$ cat src/rtl/puf_eval_ctrl_if.sv
// ---------------------------------------------------------------------------
// puf_eval_ctrl_if
//
// Purpose: groups the request/response handshake of the PUF evaluation
// controller so the controller and its requester share one bundle.
//
// Signals:
//   start        requester -> controller  request an evaluation
//   challenge    requester -> controller  N-bit challenge, captured on start
//   resp_ready   requester -> controller  requester accepts the response
//   busy         controller -> requester  high whenever not idle
//   resp_valid   controller -> requester  response available
//   resp_bit     controller -> requester  response bit
//   resp_margin  controller -> requester  |cnt_a - cnt_b| of the response
//
// Modports: master (requester side), slave (controller side).
// ---------------------------------------------------------------------------
interface puf_eval_ctrl_if #(
    parameter int N = 128
);
    logic         start;
    logic [N-1:0] challenge;
    logic         resp_ready;
    logic         busy;
    logic         resp_valid;
    logic         resp_bit;
    logic [15:0]  resp_margin;

    modport master (
        output start,
        output challenge,
        output resp_ready,
        input  busy,
        input  resp_valid,
        input  resp_bit,
        input  resp_margin
    );

    modport slave (
        input  start,
        input  challenge,
        input  resp_ready,
        output busy,
        output resp_valid,
        output resp_bit,
        output resp_margin
    );
endinterface

$ cat src/rtl/puf_eval_ctrl.sv
// ---------------------------------------------------------------------------
// puf_eval_ctrl
//
// Purpose: evaluation controller for the dual-mode demux/mux PUF delay chain.
// A challenge is captured and driven onto the chain select lines, the two
// end-of-chain pulse counters are cleared, a fixed train of PULSES pulses is
// launched into the chain, and after a drain period both counters are
// compared. The response bit (cnt_a > cnt_b) and the margin |cnt_a - cnt_b|
// are returned over a valid/ready handshake.
//
// Optional feature macro: PUF_MAJORITY_EN
//   defined   - three back-to-back rounds with the same challenge; the
//               response bit is the majority vote of the three round bits
//               and the margin is the smallest of the three round margins.
//   undefined - a single round; no vote or round-counter logic exists.
//
// Parameters:
//   N           challenge width / chain stage count
//   PULSES      excitation pulses per round (1..32767)
//   SETTLE_CYC  cycles between select load and first pulse (>= 1)
//   DRAIN_CYC   cycles after the last pulse before sampling (>= 1)
//
// Ports:
//   clk          in   system clock, rising edge
//   reset        in   synchronous active-high reset
//   bus          slave side of puf_eval_ctrl_if (start/challenge in,
//                busy and the response handshake out)
//   o_puf_sel    out  registered select vector to the chain
//   o_puf_in     out  registered excitation drive to the chain input
//   o_puf_reset  out  registered clear to both chain counters
//   i_cnt_a      in   counter value at the m-path end
//   i_cnt_b      in   counter value at the n-path end
// ---------------------------------------------------------------------------
module puf_eval_ctrl #(
    parameter int N          = 128,
    parameter int PULSES     = 64,
    parameter int SETTLE_CYC = 4,
    parameter int DRAIN_CYC  = 8
) (
    input  logic                 clk,
    input  logic                 reset,
    puf_eval_ctrl_if.slave       bus,
    output logic [N-1:0]         o_puf_sel,
    output logic                 o_puf_in,
    output logic                 o_puf_reset,
    input  logic [15:0]          i_cnt_a,
    input  logic [15:0]          i_cnt_b
);

    typedef enum logic [2:0] {
        S_IDLE,
        S_CLEAR,
        S_SETTLE,
        S_EXCITE,
        S_DRAIN,
        S_COMPARE,
        S_HOLD
    } state_t;

    // Last value of the per-state cycle counter before leaving each timed state.
    localparam logic [15:0] CLEAR_LAST  = 16'd1;
    localparam logic [15:0] SETTLE_LAST = 16'(SETTLE_CYC - 1);
    localparam logic [15:0] EXCITE_LAST = 16'(2 * PULSES - 1);
    localparam logic [15:0] DRAIN_LAST  = 16'(DRAIN_CYC - 1);

    state_t       r_state;
    logic [15:0]  r_cyc;
    logic [N-1:0] r_puf_sel;
    logic         r_puf_in;
    logic         r_puf_reset;
    logic         r_resp_bit;
    logic [15:0]  r_resp_margin;

    state_t       w_state_nxt;
    logic [15:0]  w_cyc_nxt;
    logic         w_capture;
    logic         w_final;
    logic         w_puf_in_nxt;
    logic         w_puf_reset_nxt;
    logic         w_gt;
    logic [15:0]  w_margin;
    logic         w_res_bit;
    logic [15:0]  w_res_margin;

    // Per-round comparison of the two counters. The subtraction is always
    // larger-minus-smaller, so the 16-bit difference equals the exact
    // unsigned result and can never wrap.
    always_comb begin
        w_gt     = (i_cnt_a > i_cnt_b);
        w_margin = (i_cnt_a >= i_cnt_b) ? (i_cnt_a - i_cnt_b) : (i_cnt_b - i_cnt_a);
    end

`ifdef PUF_MAJORITY_EN
    logic [1:0]  r_round;
    logic [1:0]  r_bits;
    logic [15:0] r_min;
    logic        w_round_adv;
    logic        w_last_round;

    assign w_last_round = (r_round == 2'd2);

    // Round bookkeeping for the three-round vote: remembers the first two
    // round bits and the running minimum margin. Cleared on every accepted
    // start so a new evaluation never inherits old rounds.
    always_ff @(posedge clk) begin
        if (reset || w_capture) begin
            r_round <= 2'd0;
            r_bits  <= 2'b00;
            r_min   <= 16'd0;
        end else if (w_round_adv) begin
            if (r_round == 2'd0) begin
                r_bits[0] <= w_gt;
                r_min     <= w_margin;
            end else begin
                r_bits[1] <= w_gt;
                r_min     <= (w_margin < r_min) ? w_margin : r_min;
            end
            r_round <= r_round + 2'd1;
        end
    end

    // Final result combines the two stored rounds with the round being
    // compared right now.
    always_comb begin
        w_res_bit    = (r_bits[0] & r_bits[1]) | (r_bits[0] & w_gt) | (r_bits[1] & w_gt);
        w_res_margin = (w_margin < r_min) ? w_margin : r_min;
    end
`else
    // Single round: the result is simply this round's comparison.
    always_comb begin
        w_res_bit    = w_gt;
        w_res_margin = w_margin;
    end
`endif

    // Next-state logic. Every timed state counts r_cyc from zero and hands
    // over with the counter cleared, so the following state starts at
    // index 0. The chain drive outputs are decoded from the next state so
    // they are registered alongside the state itself.
    always_comb begin
        w_state_nxt = r_state;
        w_cyc_nxt   = r_cyc + 16'd1;
        w_capture   = 1'b0;
        w_final     = 1'b0;
`ifdef PUF_MAJORITY_EN
        w_round_adv = 1'b0;
`endif
        case (r_state)
            S_IDLE: begin
                w_cyc_nxt = 16'd0;
                if (bus.start) begin
                    w_state_nxt = S_CLEAR;
                    w_capture   = 1'b1;
                end
            end
            S_CLEAR: begin
                if (r_cyc == CLEAR_LAST) begin
                    w_state_nxt = S_SETTLE;
                    w_cyc_nxt   = 16'd0;
                end
            end
            S_SETTLE: begin
                if (r_cyc == SETTLE_LAST) begin
                    w_state_nxt = S_EXCITE;
                    w_cyc_nxt   = 16'd0;
                end
            end
            S_EXCITE: begin
                if (r_cyc == EXCITE_LAST) begin
                    w_state_nxt = S_DRAIN;
                    w_cyc_nxt   = 16'd0;
                end
            end
            S_DRAIN: begin
                if (r_cyc == DRAIN_LAST) begin
                    w_state_nxt = S_COMPARE;
                    w_cyc_nxt   = 16'd0;
                end
            end
            S_COMPARE: begin
                w_cyc_nxt = 16'd0;
`ifdef PUF_MAJORITY_EN
                if (w_last_round) begin
                    w_state_nxt = S_HOLD;
                    w_final     = 1'b1;
                end else begin
                    w_state_nxt = S_CLEAR;
                    w_round_adv = 1'b1;
                end
`else
                w_state_nxt = S_HOLD;
                w_final     = 1'b1;
`endif
            end
            S_HOLD: begin
                w_cyc_nxt = 16'd0;
                if (bus.resp_ready) begin
                    w_state_nxt = S_IDLE;
                end
            end
            default: begin
                w_state_nxt = S_IDLE;
                w_cyc_nxt   = 16'd0;
            end
        endcase

        // Pulse high on even excite indices, so the train starts high and
        // ends low after exactly PULSES rising edges.
        w_puf_in_nxt    = (w_state_nxt == S_EXCITE) && !w_cyc_nxt[0];
        w_puf_reset_nxt = (w_state_nxt == S_CLEAR);
    end

    // State, counter and all registered outputs. Reset clears everything
    // except the counter clear, which is held asserted so the chain counters
    // stay cleared while the controller is in reset.
    always_ff @(posedge clk) begin
        if (reset) begin
            r_state       <= S_IDLE;
            r_cyc         <= 16'd0;
            r_puf_sel     <= '0;
            r_puf_in      <= 1'b0;
            r_puf_reset   <= 1'b1;
            r_resp_bit    <= 1'b0;
            r_resp_margin <= 16'd0;
        end else begin
            r_state     <= w_state_nxt;
            r_cyc       <= w_cyc_nxt;
            r_puf_in    <= w_puf_in_nxt;
            r_puf_reset <= w_puf_reset_nxt;
            if (w_capture) begin
                r_puf_sel <= bus.challenge;
            end
            if (w_final) begin
                r_resp_bit    <= w_res_bit;
                r_resp_margin <= w_res_margin;
            end
        end
    end

    assign o_puf_sel       = r_puf_sel;
    assign o_puf_in        = r_puf_in;
    assign o_puf_reset     = r_puf_reset;
    assign bus.busy        = (r_state != S_IDLE);
    assign bus.resp_valid  = (r_state == S_HOLD);
    assign bus.resp_bit    = r_resp_bit;
    assign bus.resp_margin = r_resp_margin;

endmodule

$ cat src/flat_wrapper.sv
// flat-port wrapper written by rule: the top's interface ports become plain ports
module puf_eval_ctrl_flat 
#(
    parameter int N          = 128,
    parameter int PULSES     = 64,
    parameter int SETTLE_CYC = 4,
    parameter int DRAIN_CYC  = 8
)
  (clk, reset, o_puf_sel, o_puf_in, o_puf_reset, i_cnt_a, i_cnt_b, bus_start, bus_challenge, bus_resp_ready, bus_busy, bus_resp_valid, bus_resp_bit, bus_resp_margin);
  puf_eval_ctrl_if #(.N(N)) bus_i ();
  input  logic clk;
  input  logic reset;
  output logic [N-1:0] o_puf_sel;
  output logic o_puf_in;
  output logic o_puf_reset;
  input  logic [15:0] i_cnt_a;
  input  logic [15:0] i_cnt_b;
  input wire logic [$bits(bus_i.start)-1:0] bus_start;
  input wire logic [$bits(bus_i.challenge)-1:0] bus_challenge;
  input wire logic [$bits(bus_i.resp_ready)-1:0] bus_resp_ready;
  output wire logic [$bits(bus_i.busy)-1:0] bus_busy;
  output wire logic [$bits(bus_i.resp_valid)-1:0] bus_resp_valid;
  output wire logic [$bits(bus_i.resp_bit)-1:0] bus_resp_bit;
  output wire logic [$bits(bus_i.resp_margin)-1:0] bus_resp_margin;
  assign bus_i.start = bus_start;
  assign bus_i.challenge = bus_challenge;
  assign bus_i.resp_ready = bus_resp_ready;
  assign bus_busy = bus_i.busy;
  assign bus_resp_valid = bus_i.resp_valid;
  assign bus_resp_bit = bus_i.resp_bit;
  assign bus_resp_margin = bus_i.resp_margin;
  puf_eval_ctrl #(.N(N), .PULSES(PULSES), .SETTLE_CYC(SETTLE_CYC), .DRAIN_CYC(DRAIN_CYC)) u_core (.clk(clk), .reset(reset), .bus(bus_i), .o_puf_sel(o_puf_sel), .o_puf_in(o_puf_in), .o_puf_reset(o_puf_reset), .i_cnt_a(i_cnt_a), .i_cnt_b(i_cnt_b));
endmodule
$ cat config.mk
export PLATFORM = sky130hd
export DESIGN_NAME = puf_eval_ctrl_flat
export DESIGN_NICKNAME = d
export VERILOG_FILES = /design/src/rtl/puf_eval_ctrl_if.sv /design/src/rtl/puf_eval_ctrl.sv /design/src/flat_wrapper.sv
export SDC_FILE = /design/constraint.sdc
export NUM_CORES = 1
export LEC_CHECK = 0
export BUFFER_PORTS_ARGS = -buffer_cell sky130_fd_sc_hd__buf_2
export CORE_MARGIN = 8
export CORE_UTILIZATION = 50
export CTS_BUF_LIST = sky130_fd_sc_hd__clkbuf_2
export DETAILED_ROUTE_END_ITERATION = 12
export GPL_TIMING_DRIVEN = 0
export PLACE_DENSITY = 0.82
export RECOVER_POWER = 100
export SLEW_MARGIN = 20
export SYNTH_ARGS = -nofsm -noshare
export SYNTH_HDL_FRONTEND = slang
export SYNTH_SLANG_ARGS = --single-unit
$ cat constraint.sdc
create_clock -name clk -period 3.1 [get_ports clk]
set_input_delay 0.62 -clock clk [delete_from_list [all_inputs] [get_ports clk]]
set_output_delay 0.62 -clock clk [all_outputs]
set_load 0.01 [all_outputs]
# Yosys cells after proc, flatten, opt, wreduce, memory -nomap -nowiden
# Cells that the tools add are included.
# Widths: inputs -> output; s select.
op_classes:
  addsub: 3
  order_cmp: 2
  eq_ne: 12
  n_mux: 16
  n_reduce_logical: 4
op_table:
  columns: ["op", "n"]
  rows:
  - ["$mux 16", 5]
  - ["$pmux 16 s4", 1]
  - ["$sub 16x16->16", 2]
  - ["$pmux 3 s7", 1]
  - ["$mux 3", 6]
  - ["$add 16x1->16 const B", 1]
  - ["$eq 16x1->1 const B", 1]
  - ["$eq 16x2->1 const B", 1]
  - ["$eq 16x3->1 const B", 1]
  - ["$eq 16x7->1 const B", 1]
  - ["$ge 16x16->1", 1]
  - ["$gt 16x16->1", 1]
  - ["$eq 3x2->1 const B", 3]
  - ["$eq 3x3->1 const B", 3]
  - ["$eq 3x1->1 const B", 2]
  - ["$logic_not 3->1", 1]
  - ["$mux 1", 3]
  - ["$reduce_bool 3->1", 1]
  - ["$logic_and 1x1->1", 1]
  - ["$logic_not 1->1", 1]
word_totals:
  ff_bits: 166
  input_bits: 164
  output_inout_bits: 149
  word_cells: 44

# Depth between registers and ports, before layout
depth:
  word_depth: 5
  depth_mapped: 12

# Worst setup path before layout
# Ideal clock, no wire load.
synth_path:
  kind: "input to register"
  start: "input port i_cnt_a[7]"
  end: "register u_core.r_resp_margin[13] (netlist: u_core.bus.resp_margin[13])"
  arrival_time_ps: 2629
  slack_ps: 380
  stages: 11
  path_cell_list: "inv_1 -> ha_1 -> a21o_1 -> or3_1 -> o211ai_2 -> and3_1 -> buf_6 -> buf_6 -> o211ai_1 -> a21o_1 -> a311oi_1"
synth_between:
  elab_chain_len: 2
synth_lines:
  columns: ["element", "line", "text"]
  rows:
  - ["start: declaration", "flat_wrapper.sv:16", "input logic [15:0] i_cnt_a;"]
  - ["$sub 16x16->16 / $ge 16x16->1 (equally long branches)", "puf_eval_ctrl.sv:90", "w_margin = (i_cnt_a >= i_cnt_b) ? (i_cnt_a - i_cnt_b) : (i_cnt_b - i_cnt_a);"]
  - ["$mux 16 *", "puf_eval_ctrl.sv:90", null]
  - ["end signal: assignment", "puf_eval_ctrl.sv:235", "r_resp_margin <= w_res_margin;"]
  - ["end: declaration", "puf_eval_ctrl.sv:72", "logic [15:0] r_resp_margin;"]
# Every way passes the cells marked *; elsewhere a longest branch is shown, timed or not.
# A chain may end at the register's enable or synchronous reset.

# Worst setup path in the final report
layout_path:
  start: "register u_core.r_state[1]"
  end: "register u_core.r_puf_sel[0] (netlist: u_core.o_puf_sel[0])"
layout_between:
  elab_chain_len: 2
layout_lines:
  columns: ["element", "line", "text"]
  rows:
  - ["start: declaration", "puf_eval_ctrl.sv:66", "state_t r_state;"]
  - ["start signal: assignment", "puf_eval_ctrl.sv:226", "r_state <= w_state_nxt;"]
  - ["$logic_not 3->1", "puf_eval_ctrl.sv:148", "case (r_state)"]
  - ["$mux 1", "puf_eval_ctrl.sv:148", null]
  - ["end signal: assignment", "puf_eval_ctrl.sv:231", "r_puf_sel <= bus.challenge;"]
  - ["end: declaration", "puf_eval_ctrl.sv:68", "logic [N-1:0] r_puf_sel;"]
# No other way between the ends.

==> flow_summary_export.csv <==
group,metric,value,unit
detailed_routing,ant_nets,0,
timing,max_freq,0.354,GHz
timing,tns,0,ns
cts,htree_levels,4,
timing,finalCritPeriodShare,91.2,%
layout,fin_nets,1579,
detailed_routing,drc,0,
timing,clock_skew,0.0458,ns
layout,drive_gt1_share,15.2,%
cts,cts_buffer_depth,2,
synth,avgSynthCellArea,7.67,µm²
floorplan,rows,45,
timing,hold_viol_final,0,
synth,syn-num-nets,1208,
global_routing,grt_max_degree,17,
global_routing,grt_pass1_wl,43200,µm
synth,ys_warn_count,0,
timing,worst_pin_slew,1.10,ns
timing,fin_crit,2.83,ns
setup_path,cp-end-kind,"flop",
setup_path,startpoint_type,"flop",
global_routing,track_usage,27.5,%
synth,ys_seq_area_share,42.9,%
detailed_routing,via_per_inst,5.38,
placed_design,dp_cells,1508,
timing,hold_ws,0.0734,ns
setup_path,required,3.77,ns
cts,cts_tree,"built",
power_and_ir_drop,power_density,463,nW/µm²
detailed_routing,vias,8524,
synth,synth_seq_cells,166,
synth,synth-edff-count,0,
floorplan,die_h,140,µm
floorplan,core,15100,µm²
layout,fillerInstances,1373,
detailed_routing,drt_iter0_markers,490,
placed_design,portBuffers,311,
synth,syn_inst,1009,
floorplan,start_util,51.1,%
timing,timing.slew.headroom,26.3,%
worst_hold_path,worstHoldPathType,"primary input to flop",
layout,design_area,10000,µm²
power_and_ir_drop,ir_worst_vdd,0.374,mV
floorplan,dieArea,19700,µm²
global_routing,grt_pass1_vias,8100,
floorplan,dieWidth,140,µm
cts,clk_pin_slew,0.27,ns
placed_design,dp.final_hpwl,21200,µm
cts,cts.sinks,166,
synth,yosys.cell_types.count,57,
detailed_routing,firstDrtPassIters,7,
setup_path,worstPathArrival,3.50,ns
synth,syn_area,7740,µm²
placed_design,gp_congestion,0.945,
status,status,"finished clean",
cts,clk-insertion-delay-late,0.76,ns
cts,cts-root-buf,"clkbuf_2",
global_routing,grt-ovfl-total,0,
synth,ys.flop_type,"dfxtp_1",
job,max_cap_viol_count,0,
placed_design,placed_area,9530,µm²
power_and_ir_drop,power,4.63,mW
layout,area_delta_synth_final,29.2,%
cts,postCtsSetupRepairBufs,0,
setup_path,worstSetupPathType,"flop to flop",
detailed_routing,wire_per_inst,17.7,µm
global_routing,antenna_found_initial,3,
power_and_ir_drop,leakagePower,4.19,nW
layout,fin_cells,1584,
timing,setup_viol_count_final,0,
timing,rsz0062_at_grt,"false",
setup_path,cp_max_fo,10,
synth,synthArstFlopShare,0,%
timing,slew_violations,0,
cts,numCtsBuffers,17,
detailed_routing,wl,28000,µm
floorplan,io_pins,313,
## per-layer routing
| layer | GRT usage (%) | wire (µm) | vias to the layer above |
|---|---|---|---|
| met5 | 0 | 9 | - |
| met4 | 14.2 | 1310 | 2 |
| met2 | 46.3 | 13400 | 375 |
| met3 | 6.90 | 2200 | 78 |
| met1 | 31.7 | 11100 | 3933 |
| li1 | - | - | 4136 |
## area by class of cell
type	instances	area [µm²]	share of cell area, %
Antenna cell	3	7.51	0.0751
Buffer	68	285	2.85
Clock buffer	18	90.1	0.901
Clock inverter	14	183	1.83
Inverter	44	165	1.65
Multi-Input combinational cell	731	3930	39.3
Sequential cell	166	3320	33.2
Tap cell	188	235	2.35
Timing Repair Buffer	352	1780	17.8
## stage by stage
stage	setup WS (ns)	util, %
2_1_floorplan	0.380	-
3_3_place_gp	-0.0452	62.9
3_5_place_dp	-0.0689	62.9
4_1_cts	0.271	67.4
5_1_grt	0.0424	66.0
6_report	0.271	66.0
## sequential cells by signal (all words and copies together) (netlist names)
register,count
u_core.o_puf_reset,1
u_core.r_cyc,16
u_core.r_state,3
u_core.o_puf_sel,128
u_core.o_puf_in,1
u_core.bus.resp_bit,1
u_core.bus.resp_margin,16
## critical path, stage by stage, from the launching register on
cell	delay (ns)
dfxtp_1	0.38
clkbuf_1	0.20
nor3_1	0.52
and2_1	0.28
clkbuf_1	0.56
clkbuf_1	0.53
nand2_1	0.13
a21oi_1	0.14
## repair_timing
action	CTS	global route
endpoints found under the hold margin	41	0
endpoints found under the setup margin	0	0
hold buffers	41	0
resized for setup	0	0
## cell usage after synthesis, types with 6 or more instances
master    count  share of area, %
xnor2_1      13               1.5
nand4_1      12              0.97
a21oi_1     151               9.8
o21a_1        7              0.68
mux2i_1      11               1.4
a21o_1        9              0.87
nor2b_1       7              0.57
nor3_1       15              0.97
o211ai_1      6              0.58
xor2_1        7              0.79
a311oi_1      9               1.0
clkbuf_1     51               2.5
inv_1        44               2.1
ha_1         33               5.3
nand2_1     285                14
nor2_1       57               2.8
nand3_1      18               1.2
o21ai_0      18               1.2
buf_2        10              0.65
dfxtp_1     166                43
a211oi_1     10              0.97
## layout by cell type, fill, tap and decap left out, drive strengths merged, types with 5 or more instances in the layout
| master | instances |
|---|---|
| nand2 | 285 |
| clkbuf | 225 |
| buf | 172 |
| dfxtp | 166 |
| a21oi | 151 |
| nor2 | 57 |
| inv | 52 |
| dlygate4sd3 | 41 |
| ha | 33 |
| nand3 | 19 |
| o21ai | 18 |
| nor3 | 15 |
| xnor2 | 13 |
| nand4 | 12 |
| mux2i | 11 |
| a211oi | 11 |
| a21o | 9 |
| a311oi | 9 |
| xor2 | 7 |
| o21a | 7 |
| nor2b | 7 |
| o211ai | 7 |
| nor4 | 6 |
| a31oi | 5 |
| or3 | 5 |
## power breakdown
group	internal, mW	switching (mW)	total (mW)
logic	0.388	0.628	1.02
registers	2.25	0.0583	2.31
clock network	0.480	0.823	1.30
total	3.12	1.51	4.63
## worst paths after layout
| path | startpoint | to | slack, ns | cells past startpoint |
|---|---|---|---|---|
| worst min-delay path | bus_challenge[11] | u_core.o_puf_sel[11]$_SDFFE_PP0P_ | 0.07 | 3 |
| worst max register to register | u_core.r_state[1]$_SDFF_PP0_ | u_core.o_puf_sel[0]$_SDFFE_PP0P_ | 0.27 | 7 |
| worst max-delay path | u_core.r_state[1]$_SDFF_PP0_ | u_core.o_puf_sel[0]$_SDFFE_PP0P_ | 0.27 | 7 |
| worst min register to register | u_core.bus.resp_bit$_SDFFE_PP0P_ | u_core.bus.resp_bit$_SDFFE_PP0P_ | 0.47 | 2 |
## cells by family (layout without fill, tap and decap cells)
family / count (synthesis) / in the layout / synth area share (%)
compound gates: 241 / 241 / 18.5
simple gates: 424 / 424 / 23.0
flops: 166 / 166 / 42.9
mux: 11 / 11 / 1.42
other cells: 0 / 3 / 0
fa+ha+maj: 35 / 35 / 5.85
buf+inv: 112 / 496 / 6.03
xor+xnor: 20 / 20 / 2.26
Note: power is estimated with default switching activity, not from simulation.
